--- src/rtl/rr_distributor.sv ---
// rr_distributor
//   Round-robin distributor: one ready/valid input stream is spread across
//   four single-word output slots. Each slot is a full flag plus a data
//   register, and a new word goes to the first empty slot after the one
//   most recently loaded, wrapping around. With every consumer keeping up,
//   the words therefore go to slots 1, 2, 3, 0, ... in turn.
//
// Ports
//   clk                        clock, rising edge
//   reset                      synchronous, active-high; empties all slots
//   in_valid / in_ready        input handshake (in_ready = some slot empty)
//   in_bits   [WIDTH-1:0]      input payload
//   in_chosen [1:0]            slot the current input word would go to
//   out_K_valid / out_K_ready  per-slot output handshake, K = 0..3
//   out_K_bits [WIDTH-1:0]     per-slot payload, straight from the register
module rr_distributor #(
  parameter int WIDTH = 8,
  parameter int N     = 4
) (
  input  logic             clk,
  input  logic             reset,
  input  logic             in_valid,
  output logic             in_ready,
  input  logic [WIDTH-1:0] in_bits,
  output logic [1:0]       in_chosen,
  output logic             out_0_valid,
  input  logic             out_0_ready,
  output logic [WIDTH-1:0] out_0_bits,
  output logic             out_1_valid,
  input  logic             out_1_ready,
  output logic [WIDTH-1:0] out_1_bits,
  output logic             out_2_valid,
  input  logic             out_2_ready,
  output logic [WIDTH-1:0] out_2_bits,
  output logic             out_3_valid,
  input  logic             out_3_ready,
  output logic [WIDTH-1:0] out_3_bits
);

  logic [N-1:0]     full_p0;
  logic [WIDTH-1:0] data_p0 [N];
  logic [1:0]       last_p0;

  logic [N-1:0]     out_ready_w;
  logic [N-1:0]     load_mask;
  logic [1:0]       chosen;
  logic [1:0]       hi_idx;
  logic [1:0]       lo_idx;
  logic             hi_found;
  logic             lo_found;
  logic             in_fire;

  assign out_ready_w = {out_3_ready, out_2_ready, out_1_ready, out_0_ready};

  // in_ready depends only on the full flags, so a consumer's ready never
  // reaches the producer combinationally; a slot drained this cycle can be
  // reloaded next cycle at the earliest.
  assign in_ready  = ~&full_p0;
  assign in_fire   = in_valid & in_ready;
  assign in_chosen = chosen;

  // Scanning from the top down leaves the lowest matching index in each
  // candidate: hi_idx is the lowest empty slot above the last grant, and
  // lo_idx is the lowest empty slot overall, used when nothing above is free.
  always_comb begin
    hi_idx   = 2'd0;
    lo_idx   = 2'd0;
    hi_found = 1'b0;
    lo_found = 1'b0;
    chosen   = 2'd3;
    for (int k = N - 1; k >= 0; k--) begin
      if (!full_p0[k]) begin
        lo_idx   = 2'(k);
        lo_found = 1'b1;
        if (2'(k) > last_p0) begin
          hi_idx   = 2'(k);
          hi_found = 1'b1;
        end
      end
    end
    if (hi_found) begin
      chosen = hi_idx;
    end else if (lo_found) begin
      chosen = lo_idx;
    end
  end

  assign load_mask = in_fire ? (N'(1) << chosen) : '0;

  // ---- stage p0: slot state registers ----
  // The input only ever loads an empty slot and the outputs only ever drain
  // full ones, so the clear and set masks never overlap.
  always_ff @(posedge clk) begin
    if (reset) begin
      full_p0 <= '0;
      last_p0 <= 2'd0;
    end else begin
      full_p0 <= (full_p0 & ~out_ready_w) | load_mask;
      if (in_fire) begin
        last_p0 <= chosen;
      end
    end
  end

  // Payload registers are not reset; they load only into an empty slot,
  // so a word waiting to be taken is never overwritten.
  always_ff @(posedge clk) begin
    if (in_fire) begin
      data_p0[chosen] <= in_bits;
    end
  end

  assign out_0_valid = full_p0[0];
  assign out_1_valid = full_p0[1];
  assign out_2_valid = full_p0[2];
  assign out_3_valid = full_p0[3];
  assign out_0_bits  = data_p0[0];
  assign out_1_bits  = data_p0[1];
  assign out_2_bits  = data_p0[2];
  assign out_3_bits  = data_p0[3];

endmodule

--- config.mk ---
export PLATFORM = sky130hd
export DESIGN_NAME = rr_distributor
export DESIGN_NICKNAME = d
export VERILOG_FILES = /design/src/rtl/rr_distributor.sv
export SDC_FILE = /design/constraint.sdc
export NUM_CORES = 1
export LEC_CHECK = 0
export ABC_AREA = 1
export ABC_CLOCK_PERIOD_IN_PS = 1700
export BUFFER_PORTS_ARGS = -buffer_cell sky130_fd_sc_hd__buf_2
export CAP_MARGIN = 30
export CORE_MARGIN = 2
export CORE_UTILIZATION = 46
export CTS_CLUSTER_SIZE = 14
export DETAILED_ROUTE_END_ITERATION = 8
export PLACE_DENSITY = 0.76
export REMOVE_ABC_BUFFERS = 1
export SLEW_MARGIN = 25
export SYNTH_ARGS = -nofsm -noshare
export SYNTH_HDL_FRONTEND = slang
export SYNTH_SLANG_ARGS = --single-unit
--- constraint.sdc ---
create_clock -name clk -period 1.7 [get_ports clk]
set_input_delay 0.17 -clock clk [delete_from_list [all_inputs] [get_ports clk]]
set_output_delay 0.17 -clock clk [all_outputs]
set_load 0.02 [all_outputs]
==> insert_results.sql, run 1 <==
INSERT INTO impl_metrics (metric_group, metric, value, unit) VALUES
('synth', 'asyncSetResetFlopFracSynth', '0', '%'),
('route', 'drt-total-wl', '2400', 'um'),
('placed_design', 'placement.cell_area', '1630', 'um^2'),
('synth', 'synthSimpleGateAreaFrac', '11.2', '%'),
('timing', 'timing_max_transition_violations_final', '0', ''),
('timing', 'slew-limit-headroom', '74.9', '%'),
('timing', 'timing.final.crit_period', '1.57', 'ns'),
('synth', 'synth.top_cells.by_count', 'sky130_fd_sc_hd__edfxtp_1 (32), sky130_fd_sc_hd__inv_1 (14), sky130_fd_sc_hd__nand2_1 (12)', ''),
('critical_path', 'crit_path_category', 'flop to flop', ''),
('route', 'detail_route.drc_violations', '0', ''),
('worst_hold_path', 'worstHoldPathType', 'input port to flop', ''),
('cells_and_area', 'final_net_count', '165', ''),
('synth', 'share_of_the_synthesized_area_in_the_top_cell_type', '72.3', '%'),
('clock_tree', 'cts.sinks', '38', ''),
('die', 'core-area', '2760', 'um^2'),
('cells_and_area', 'fraction_of_final_layout_cells_with_drive_strength_greater_than_1', '47.7', '%'),
('synth', 'synth-main-ff-cell', 'sky130_fd_sc_hd__edfxtp_1', ''),
('synth', 'yosys_warnings', '0', ''),
('global_route', 'grt_pass1_vias', '852', ''),
('clock_tree', 'post_cts_resized', '0', ''),
('placed_design', 'portBuffers', '53', ''),
('die', 'floorplan.rows', '19', ''),
('critical_path', 'cp_data_arrival_time', '1.57', 'ns'),
('cells_and_area', 'stdcell_area', '1680', 'um^2'),
('synth', 'largest_cells_by_area_after_synthesis', 'sky130_fd_sc_hd__edfxtp_1 (72%), sky130_fd_sc_hd__dfxtp_1 (9.0%), sky130_fd_sc_hd__inv_1 (4.0%), sky130_fd_sc_hd__nand2_1 (3.4%), sky130_fd_sc_hd__nand2_2 (2.4%)', ''),
('placed_design', 'place_hpwl', '1820', 'um'),
('route', 'drt_pre_antenna_iters', '4', ''),
('synth', 'yosys.area.top_type', 'sky130_fd_sc_hd__edfxtp_1', ''),
('timing', 'final-setup-viol-count', '0', ''),
('global_route', 'grt_first_pass_wirelength', '3700', 'um'),
('synth', 'synth_compound_area_share', '3.48', '%'),
('placed_design', 'rd_place_congestion', '0.952', ''),
('synth', 'post_synth_fa_ha_maj_area_fraction', '0', '%'),
('timing', 'timing.final.crit_share', '92.6', '%'),
('synth', 'yosys.cell_types.count', '15', ''),
('synth', 'synth_top_family_by_area', 'simple AND/OR/NAND/NOR gates', ''),
('power', 'totalPowerFinal', '1.84', 'mW'),
('outcome', 'run_status', 'finished clean', ''),
('route', 'via_count', '865', ''),
('power', 'power_density', '1100', 'nW/um^2'),
('synth', 'syn_area', '1330', 'um^2'),
('critical_path', 'crit_path_start_kind', 'flop', ''),
('synth', 'synth_sequential_area_ratio', '81.4', '%'),
('cells_and_area', 'antennaDiodeCount', '0', ''),
('critical_path', 'crit_required', '1.70', 'ns'),
('clock_tree', 'cts_inserted_buffers', '5', ''),
('clock_tree', 'cts.hold.buffers_added', '0', ''),
('cells_and_area', 'syn2layout_area_growth', '26.6', '%'),
('clock_tree', 'htree_levels', '2', ''),
('power', 'power_leakage', '0.721', 'nW'),
('timing', 'tns', '0', 'ns'),
('die', 'floorplan.initialDensity', '48.2', '%'),
('global_route', 'grt_max_degree', '12', ''),
('route', 'ant_nets', '0', ''),
('timing', 'fin_worst_hold_slack', '0.0441', 'ns'),
('global_route', 'global_route_total_overflow', '0', ''),
('cells_and_area', 'final.fill_count', '220', ''),
('cells_and_area', 'sequential_cell_area', '1080', 'um^2'),
('synth', 'synth_xor_xnor_area_share', '0', '%'),
('synth', 'yosys.cell_count.top_type', 'sky130_fd_sc_hd__edfxtp_1', ''),
('synth', 'synthesized_flop_and_latch_total', '38', ''),
('clock_tree', 'clkSlewWorstSetupHoldPaths', '0.11', 'ns'),
('power', 'vdd.ir_drop.worst', '858', 'uV'),
('timing', 'achievable-frequency', '0.635', 'GHz'),
('clock_tree', 'cts.path.max_buffers', '2', ''),
('timing', 'timing_hold_violations_final', '0', ''),
('route', 'drtIter0Drc', '18', ''),
('job', 'drv_cap', '0', ''),
('timing', 'finalWorstSetupSlack', '0.126', 'ns'),
('route', 'wl_per_instance', '13.2', 'um'),
('die', 'fp.dieH', '57.7', 'um');
-- cell families (layout without fill, tap and decap cells) --
family	Yosys count	count (layout)
AOI/OAI and AO/OA	7	7
buffers and inverters	14	75
DFF	38	38
and+or+nand+nor	31	31
-- cell usage in the layout, fill, tap and decap left out --
cell	netlist	layout
sky130_fd_sc_hd__clkbuf_4	0	5
sky130_fd_sc_hd__nand3_2	1	1
sky130_fd_sc_hd__edfxtp_1	32	32
sky130_fd_sc_hd__o21ai_1	1	1
sky130_fd_sc_hd__clkbuf_1	0	1
sky130_fd_sc_hd__clkinv_2	0	1
sky130_fd_sc_hd__nand4_1	1	1
sky130_fd_sc_hd__a21oi_2	2	2
sky130_fd_sc_hd__buf_2	0	53
sky130_fd_sc_hd__or2_2	3	3
sky130_fd_sc_hd__dfxtp_1	6	6
sky130_fd_sc_hd__nor2_1	7	7
sky130_fd_sc_hd__a21oi_1	3	3
sky130_fd_sc_hd__nand2_2	5	5
sky130_fd_sc_hd__nor2_2	1	1
sky130_fd_sc_hd__o21ai_2	1	1
sky130_fd_sc_hd__nor3_1	1	1
sky130_fd_sc_hd__clkinv_1	0	1
sky130_fd_sc_hd__nand2_1	12	12
sky130_fd_sc_hd__inv_1	14	14
-- layout make-up --
type	instances	area share, %
Multi-Input combinational cell	38	11.6
Clock buffer	6	2.45
Inverter	14	3.12
Timing Repair Buffer	53	15.8
Sequential cell	38	64.2
Clock inverter	2	0.520
Tap cell	31	2.30
-- state kept, by name (all words and copies together), names as in the netlist --
register  count
data_p0      32
full_p0       4
last_p0       2
-- report_power, final --
group	switching [mW]	total (mW)	internal (mW)	leakage [nW]
logic	0.218	0.306	0.0877	0.348
clock network	0.270	0.426	0.155	0.0297
registers	0.0217	1.11	1.09	0.343
-- worst paths after layout --
kind	startpoint	endpoint	slack, ns	cells after the start
setup reg to reg	full_p0[0]	data_p0[0][0]	0.13	5
hold reg to reg	full_p0[0]	full_p0[0]	0.52	2
setup / recovery	full_p0[0]	data_p0[0][0]	0.13	5
hold / removal	in_bits[6]	data_p0[1][6]	0.04	1
-- critical path, stage by stage (launching register included) --
cell and delay, ns:
sky130_fd_sc_hd__dfxtp_1 0.35, sky130_fd_sc_hd__nand2_2 0.12, sky130_fd_sc_hd__nor2_1 0.06, sky130_fd_sc_hd__nor2_1 0.21, sky130_fd_sc_hd__nand4_1 0.17, sky130_fd_sc_hd__inv_1 0.32
-- per-stage QoR --
stage,std cells,util (%)
finish,182,61.0
CTS,182,61.0
floorplan,90,-
detailed placement,174,59.2
global placement,174,59.2
global route,182,61.0
-- per-layer routing --
| layer | global-route usage, % | vias to the layer above | share of wire, % |
|---|---|---|---|
| met5 | 0 | - | 0 |
| li1 | - | 423 | - |
| met2 | 25.5 | 50 | 46 |
| met4 | 5.98 | 0 | 0.96 |
| met3 | 7.14 | 3 | 12 |
| met1 | 17.1 | 389 | 41 |
(Power assumes the default switching activity.)
==> inputs of run 2 (changes only) <==
--- a/config.mk
+++ b/config.mk
@@ -6,14 +6,14 @@
 export NUM_CORES = 1
 export LEC_CHECK = 0
 export ABC_AREA = 1
-export ABC_CLOCK_PERIOD_IN_PS = 1700
+export ABC_CLOCK_PERIOD_IN_PS = 1400
 export BUFFER_PORTS_ARGS = -buffer_cell sky130_fd_sc_hd__buf_2
-export CAP_MARGIN = 30
+export CAP_MARGIN = 5
 export CORE_MARGIN = 2
-export CORE_UTILIZATION = 46
+export CORE_UTILIZATION = 42
 export CTS_CLUSTER_SIZE = 14
 export DETAILED_ROUTE_END_ITERATION = 8
-export PLACE_DENSITY = 0.76
+export PLACE_DENSITY = 0.73
 export REMOVE_ABC_BUFFERS = 1
 export SLEW_MARGIN = 25
 export SYNTH_ARGS = -nofsm -noshare
==> constraint.sdc (replaced) <==
create_clock -name clk -period 1.4 [get_ports clk]
set_input_delay 0.14 -clock clk [delete_from_list [all_inputs] [get_ports clk]]
set_output_delay 0.14 -clock clk [all_outputs]
set_load 0.02 [all_outputs]
==> run 2 against run 1 <==
The flow now finishes with violations (setup timing). Global-route usage is 0.58 points lower. First-iteration DRC count is 11% lower. Sequential power is 23% higher. Sequential share of layout area is 6.1 points lower.
==> insert_results.sql, run 2 (synthesized netlist as in run 1, its figures left out) <==
INSERT INTO impl_metrics (metric_group, metric, value, unit) VALUES
('global_route', 'global_route_total_overflow', '0', ''),
('timing', 'achievable-frequency', '0.707', 'GHz'),
('die', 'core-area', '3030', 'um^2'),
('timing', 'timing_hold_violations_final', '0', ''),
('cells_and_area', 'largest_register_by_flop_count', 'data_p0', ''),
('route', 'ant_nets', '0', ''),
('critical_path', 'cp_data_arrival_time', '1.44', 'ns'),
('critical_path', 'slowest_delay', '0.38', 'ns'),
('die', 'die_area', '3630', 'um^2'),
('cells_and_area', 'final.fill_count', '227', ''),
('critical_path', 'timing.critical_path.max_delay_family', 'flip-flops', ''),
('cells_and_area', 'multi_input_combinational_cell_area', '258', 'um^2'),
('global_route', 'grt_antenna_before_repair', '0', ''),
('global_route', 'grt_pass1_vias', '825', ''),
('global_route', 'grt_max_degree', '12', ''),
('cells_and_area', 'most-common-layout-cells', 'sky130_fd_sc_hd__buf_2 (52), sky130_fd_sc_hd__edfxtp_1 (32), sky130_fd_sc_hd__inv_1 (10), sky130_fd_sc_hd__nand2_1 (7), sky130_fd_sc_hd__nand2_2 (6)', ''),
('cells_and_area', 'final_net_count', '173', ''),
('timing', 'final-setup-viol-count', '8', ''),
('cells_and_area', 'sequential_cell_area', '1090', 'um^2'),
('die', 'fp.dieH', '60.2', 'um'),
('placed_design', 'place_hpwl', '1840', 'um'),
('timing', 'timing.final.crit_share', '101', '%'),
('clock_tree', 'cts.sinks', '38', ''),
('timing', 'timing.final.crit_period', '1.42', 'ns'),
('critical_path', 'critical-path-slowest-cell', 'sky130_fd_sc_hd__dfxtp_4', ''),
('critical_path', 'endpoint_kind', 'flop', ''),
('cells_and_area', 'stdcell_area', '1880', 'um^2'),
('critical_path', 'path_max_fanout', '8', ''),
('route', 'drtIter0Drc', '16', ''),
('clock_tree', 'tritoncts', 'done', ''),
('critical_path', 'worstPathCellList', 'nand2_2 > nand2_4 > nand3_4 > a21oi_4 > nand2_4 > clkinvlp_4', ''),
('power', 'power_leakage', '0.791', 'nW'),
('power', 'vdd.ir_drop.worst', '549', 'uV'),
('placed_design', 'placement.cell_area', '1720', 'um^2'),
('route', 'drt_pre_antenna_iters', '4', ''),
('critical_path', 'critical-path-top-cell-by-count', 'sky130_fd_sc_hd__nand2_4', ''),
('die', 'floorplan.initialDensity', '43.9', '%'),
('die', 'floorplan.rows', '20', ''),
('clock_tree', 'cts.path.max_buffers', '2', ''),
('placed_design', 'portBuffers', '53', ''),
('clock_tree', 'clkSlewWorstSetupHoldPaths', '0.10', 'ns'),
('critical_path', 'crit_required', '1.43', 'ns'),
('cells_and_area', 'largest_reg_flops', '32', ''),
('cells_and_area', 'syn2layout_area_growth', '41.6', '%'),
('job', 'drv_cap', '0', ''),
('global_route', 'grt_first_pass_wirelength', '3740', 'um'),
('timing', 'worst_slew_pin_slew', '0.226', 'ns'),
('timing', 'timing_max_transition_violations_final', '0', ''),
('cells_and_area', 'layout_top_registers', 'data_p0 x32, full_p0 x4, last_p0 x2', ''),
('critical_path', 'worst-path-buf-inv', '1', ''),
('outcome', 'run_status', 'finished, violations left', ''),
('die', 'io-pin-count', '54', ''),
('timing', 'finalWorstSetupSlack', '-0.0154', 'ns'),
('placed_design', 'rd_place_congestion', '0.846', ''),
('timing', 'finClkSkew', '0.00548', 'ns'),
('timing', 'unrepaired_setup_endpoints_after_global_routing', 'yes', ''),
('clock_tree', 'cts_inserted_buffers', '5', ''),
('outcome', 'failed_checks', 'setup timing', ''),
('route', 'drt-total-wl', '2650', 'um'),
('clock_tree', 'htree_levels', '2', ''),
('route', 'detail_route.drc_violations', '0', ''),
('timing', 'slew-limit-headroom', '84.9', '%'),
('cells_and_area', 'antennaDiodeCount', '0', ''),
('worst_hold_path', 'worstHoldPathType', 'input port to flop', ''),
('clock_tree', 'cts_root_buf', 'sky130_fd_sc_hd__clkbuf_4', ''),
('global_route', 'grt_util_all_layers', '14.7', '%'),
('critical_path', 'crit_path_start_kind', 'flop', ''),
('cells_and_area', 'fraction_of_final_layout_cells_with_drive_strength_greater_than_1', '62.0', '%'),
('clock_tree', 'clk-insertion-delay-late', '0.33', 'ns'),
('critical_path', 'crit_path_category', 'flop to flop', ''),
('power', 'power_density', '1240', 'nW/um^2'),
('die', 'die_extent_in_x', '60.2', 'um'),
('route', 'wl_per_instance', '13.1', 'um'),
('route', 'vias_per_cell', '4.55', ''),
('timing', 'fin_worst_hold_slack', '0.0218', 'ns'),
('cells_and_area', 'leading_cell_type_in_the_layout_fill_and_taps_excluded', 'sky130_fd_sc_hd__buf_2', ''),
('route', 'via_count', '919', '');
==> run 2: changes by cell type in the layout (fill, tap and decap cells not counted), moves of 2 or more <==
cell	before	now
sky130_fd_sc_hd__nor2_1	7	4
sky130_fd_sc_hd__buf_4	0	4
sky130_fd_sc_hd__buf_12	0	3
sky130_fd_sc_hd__inv_2	0	3
sky130_fd_sc_hd__dfxtp_2	0	4
sky130_fd_sc_hd__dfxtp_1	6	0
sky130_fd_sc_hd__nor2_2	1	4
sky130_fd_sc_hd__nand2_4	0	4
sky130_fd_sc_hd__inv_1	14	10
sky130_fd_sc_hd__dfxtp_4	0	2
sky130_fd_sc_hd__nand2_1	12	7
==> run 2: what timing repair did <==
item                                    4_1_cts  5_1_grt
cloned                                        0        0
hold endpoints to repair                      0        4
hold buffers                                  0        1
gates resized for setup                      11       18
buffers inserted                              0        3
endpoints found under the setup margin       10       35
pin swaps                                     0       10
==> run 2: final timing paths <==
check / cells after the start / slack [ns] / to / startpoint
worst max-delay path: 6 / -0.02 / data_p0[1][4] / last_p0[1]
worst min-delay path: 1 / 0.02 / data_p0[0][5] / in_bits[5]
worst min register to register: 2 / 0.53 / full_p0[0] / full_p0[0]
worst max register to register: 6 / -0.02 / data_p0[1][4] / last_p0[1]
==> run 2: through the flow <==
step                      setup TNS [ns]  setup slack (ns)  util (%)  std cells  power [mW]
final                             -0.101           -0.0154      62.1        202        2.33
after global routing               -2.15           -0.0982      62.1        202        2.47
after CTS                       -0.00229         -0.000898      59.0        198        2.32
after detailed placement           -1.18            -0.148      56.7        191        1.80
after global placement            -0.729           -0.0916      56.7        191        1.79
after floorplan                    -2.16            -0.132         -         90        1.61
==> run 2: report_power, final <==
part	switching (mW)	leakage [nW]	internal, mW	total, mW
Sequential	0.0301	0.346	1.33	1.36
Combinational	0.310	0.414	0.175	0.484
Clock	0.315	0.0308	0.180	0.495
==> run 2: layout make-up <==
| cell class | count | area share, % |
|---|---|---|
| clock inverter | 2 | 0.532 |
| clock buffer | 5 | 1.99 |
| inverter | 14 | 2.99 |
| sequential | 38 | 58.1 |
| tap | 44 | 2.93 |
| multi-input combinational | 38 | 13.7 |
| timing repair buffer | 61 | 19.7 |
==> run 2: metal layers <==
| metal | share of wire [%] | up-vias | GRT usage [%] |
|---|---|---|---|
| li1 | - | 440 | - |
| met1 | 39 | 415 | 17.5 |
| met2 | 48 | 53 | 23.0 |
| met3 | 8.4 | 11 | 5.19 |
| met4 | 4.3 | 0 | 8.57 |
| met5 | 0 | - | 0 |
==> run 2: worst reg2reg max path: cells and delay by family (launching register included) <==
kind	cells	cell delay [ns]
compound gates	1	0.22
buf+inv	1	0.19
flops	1	0.38
simple gates	4	0.32
==> inputs of run 3 (changes only) <==
--- a/config.mk
+++ b/config.mk
@@ -14,6 +14,7 @@
 export CTS_CLUSTER_SIZE = 14
 export DETAILED_ROUTE_END_ITERATION = 8
 export PLACE_DENSITY = 0.73
+export RECOVER_POWER = 50
 export REMOVE_ABC_BUFFERS = 1
 export SLEW_MARGIN = 25
 export SYNTH_ARGS = -nofsm -noshare
==> run 3 against run 2 <==
First-iteration DRC count shrank 13%. Final cell count stayed put. Hold slack gained 0.017 ns. Global-route usage unchanged. Clock skew about the same. Die area did not move. The run still ends with setup timing left. Non-clock buffer count unchanged.
==> insert_results.sql, run 3 (synthesized netlist as in run 1, its figures left out) <==
INSERT INTO impl_metrics (metric_group, metric, value, unit) VALUES
('power', 'combPwrFrac', '20.5', '%'),
('cells_and_area', 'largest_register_by_flop_count', 'data_p0', ''),
('power', 'totalPowerFinal', '2.33', 'mW'),
('cells_and_area', 'antennaDiodeCount', '0', ''),
('critical_path', 'worst-r2r-cell-count', '6', ''),
('worst_hold_path', 'hold_start', 'reset', ''),
('route', 'vias_per_cell', '4.57', ''),
('outcome', 'run_status', 'finished, violations left', ''),
('worst_hold_path', 'worstHoldPathCells', '2', ''),
('timing', 'worst_slew_pin_slew', '0.260', 'ns'),
('route', 'via_count', '923', ''),
('worst_hold_path', 'worstHoldPathType', 'input port to flop', ''),
('timing', 'timing.final.crit_share', '101', '%'),
('clock_tree', 'cts_inserted_buffers', '5', ''),
('critical_path', 'r2r-start', 'last_p0[1]', ''),
('cells_and_area', 'fraction_of_final_layout_cells_with_drive_strength_greater_than_1', '52.5', '%'),
('die', 'floorplan.initialDensity', '43.9', '%'),
('placed_design', 'rd_place_congestion', '0.846', ''),
('route', 'drt-total-wl', '2660', 'um'),
('critical_path', 'ff2ff_setup_slack', '-0.02', 'ns'),
('route', 'ant_nets', '0', ''),
('timing', 'finClkSkew', '0.00593', 'ns'),
('route', 'wl_per_instance', '13.2', 'um'),
('cells_and_area', 'layout_top_registers', 'data_p0 x32, full_p0 x4, last_p0 x2', ''),
('global_route', 'grt_max_degree', '12', ''),
('cells_and_area', 'final_net_count', '173', ''),
('critical_path', 'path_max_fanout', '8', ''),
('cells_and_area', 'layout.core_utilization', '61.5', '%'),
('power', 'vdd.ir_drop.worst', '549', 'uV'),
('cells_and_area', 'syn2layout_area_growth', '40.2', '%'),
('global_route', 'grt_pass1_vias', '825', ''),
('global_route', 'grt_first_pass_wirelength', '3740', 'um'),
('clock_tree', 'clk-insertion-delay-late', '0.33', 'ns'),
('power', 'switching_share', '28.1', '%'),
('critical_path', 'worstReg2RegEnd', 'data_p0[1][4]', ''),
('die', 'floorplan.rows', '20', ''),
('cells_and_area', 'final.fill_count', '237', ''),
('die', 'die_area', '3630', 'um^2'),
('power', 'switchingPower', '0.655', 'mW'),
('timing', 'achievable-frequency', '0.705', 'GHz'),
('die', 'fp.dieH', '60.2', 'um'),
('global_route', 'grt_antenna_before_repair', '0', ''),
('clock_tree', 'cts_root_buf', 'sky130_fd_sc_hd__clkbuf_4', ''),
('global_route', 'global_route_total_overflow', '0', ''),
('critical_path', 'cp_data_arrival_time', '1.45', 'ns'),
('die', 'io-pin-count', '54', ''),
('timing', 'finalWorstSetupSlack', '-0.0181', 'ns'),
('outcome', 'failed_checks', 'setup timing', ''),
('power', 'seq_power_share', '58.3', '%'),
('power', 'power_leakage', '0.748', 'nW'),
('cells_and_area', 'largest_reg_flops', '32', ''),
('job', 'drv_cap', '0', ''),
('die', 'core-area', '3030', 'um^2'),
('cells_and_area', 'leading_cell_type_in_the_layout_fill_and_taps_excluded', 'sky130_fd_sc_hd__buf_2', ''),
('critical_path', 'crit_path_category', 'flop to flop', ''),
('timing', 'timing_max_transition_violations_final', '0', ''),
('timing', 'final-setup-viol-count', '8', ''),
('placed_design', 'portBuffers', '53', ''),
('global_route', 'grt_util_all_layers', '14.7', '%'),
('clock_tree', 'cts.sinks', '38', ''),
('power', 'power_density', '1250', 'nW/um^2'),
('timing', 'timing.final.crit_period', '1.42', 'ns'),
('route', 'drt_pre_antenna_iters', '4', ''),
('worst_hold_path', 'worstHoldEndpoint', 'full_p0[1]', ''),
('critical_path', 'endpoint_kind', 'flop', ''),
('power', 'pwr-share-clk', '21.3', '%'),
('timing', 'timing_hold_violations_final', '0', ''),
('cells_and_area', 'most-common-layout-cells', 'sky130_fd_sc_hd__buf_2 (37), sky130_fd_sc_hd__edfxtp_1 (32), sky130_fd_sc_hd__clkbuf_1 (15), sky130_fd_sc_hd__inv_1 (10), sky130_fd_sc_hd__nand2_1 (7)', ''),
('timing', 'slew-limit-headroom', '82.8', '%'),
('clock_tree', 'tritoncts', 'done', ''),
('placed_design', 'place_hpwl', '1840', 'um'),
('critical_path', 'crit_required', '1.43', 'ns'),
('die', 'die_extent_in_x', '60.2', 'um'),
('route', 'drtIter0Drc', '14', ''),
('clock_tree', 'htree_levels', '2', ''),
('route', 'detail_route.drc_violations', '0', ''),
('clock_tree', 'clkSlewWorstSetupHoldPaths', '0.10', 'ns'),
('power', 'cellInternalPower', '1.67', 'mW'),
('clock_tree', 'cts.path.max_buffers', '2', ''),
('critical_path', 'crit_path_start_kind', 'flop', ''),
('timing', 'unrepaired_setup_endpoints_after_global_routing', 'yes', '');
-- run 3: cell types whose count changed in the layout (fill, tap and decap cells not counted) --
cell	before	now
sky130_fd_sc_hd__clkbuf_1	0	15
sky130_fd_sc_hd__buf_2	52	37
-- run 3: worst max-delay path, stage by stage, from the launching register on --
cell                         delay [ns]
sky130_fd_sc_hd__dfxtp_4           0.38
sky130_fd_sc_hd__nand2_2           0.07
sky130_fd_sc_hd__nand2_4           0.09
sky130_fd_sc_hd__nand3_4           0.09
sky130_fd_sc_hd__a21oi_4           0.22
sky130_fd_sc_hd__nand2_4           0.07
sky130_fd_sc_hd__clkinvlp_4        0.19
-- run 3: area by class of cell --
type	count	area [um^2]	share of cell area, %
Clock buffer	5	37.5	2.01
Clock inverter	2	10.0	0.537
Inverter	14	56.3	3.02
Multi-Input combinational cell	38	258	13.8
Sequential cell	38	1090	58.7
Tap cell	44	55.1	2.95
Timing Repair Buffer	61	353	18.9
-- run 3: worst max path at each step --
stage / start / end / slack (ns) / cells past startpoint
final: last_p0[1] / data_p0[1][4] / -0.02 / 6
after global routing: full_p0[2] / in_chosen[0] / -0.1 / 7
after CTS: last_p0[0] / data_p0[1][4] / -0.0009 / 5
after detailed placement: last_p0[1] / data_p0[1][3] / -0.15 / 6
after global placement: full_p0[2] / data_p0[1][3] / -0.09 / 8
after floorplan: full_p0[2] / data_p0[1][0] / -0.13 / 8
-- run 3: repair_timing --
action | CTS | global route
resized for setup | 11 | 18
pin swaps | 0 | 10
hold buffers | 0 | 1
endpoints found under the hold margin | 0 | 4
endpoints found under the setup margin | 10 | 35
buffers inserted | 0 | 3
-- run 3: power groups by stage --
stage	sequential, mW	combinational (mW)	clock [mW]
finish	1.36	0.477	0.495
global route	1.36	0.513	0.581
CTS	1.35	0.443	0.525
detailed placement	1.38	0.422	0
global placement	1.37	0.414	0
floorplan	1.47	0.140	0
-- run 3: layer usage --
layer | share of wire (%) | track usage (%) | up-vias | wire length (um)
met5 | 0 | 0 | - | 0
met4 | 4.3 | 8.57 | 0 | 114
met3 | 8.0 | 5.19 | 11 | 213
met2 | 48 | 23.0 | 53 | 1270
met1 | 40 | 17.5 | 418 | 1060
li1 | - | - | 441 | -
-- run 3: through the flow --
step                instance area [um^2]  instances  setup WS (ns)  hold WS [ns]  TNS (ns)
finish                              1860        202        -0.0181        0.0388    -0.118
global route                        1860        202        -0.0982        0.0180     -2.15
CTS                                 1790        198      -0.000898       0.00500  -0.00229
detailed placement                  1720        191         -0.148         0.364     -1.18
global placement                    1720        191        -0.0916         0.360    -0.729
floorplan                           1330         90         -0.132         0.202     -2.16
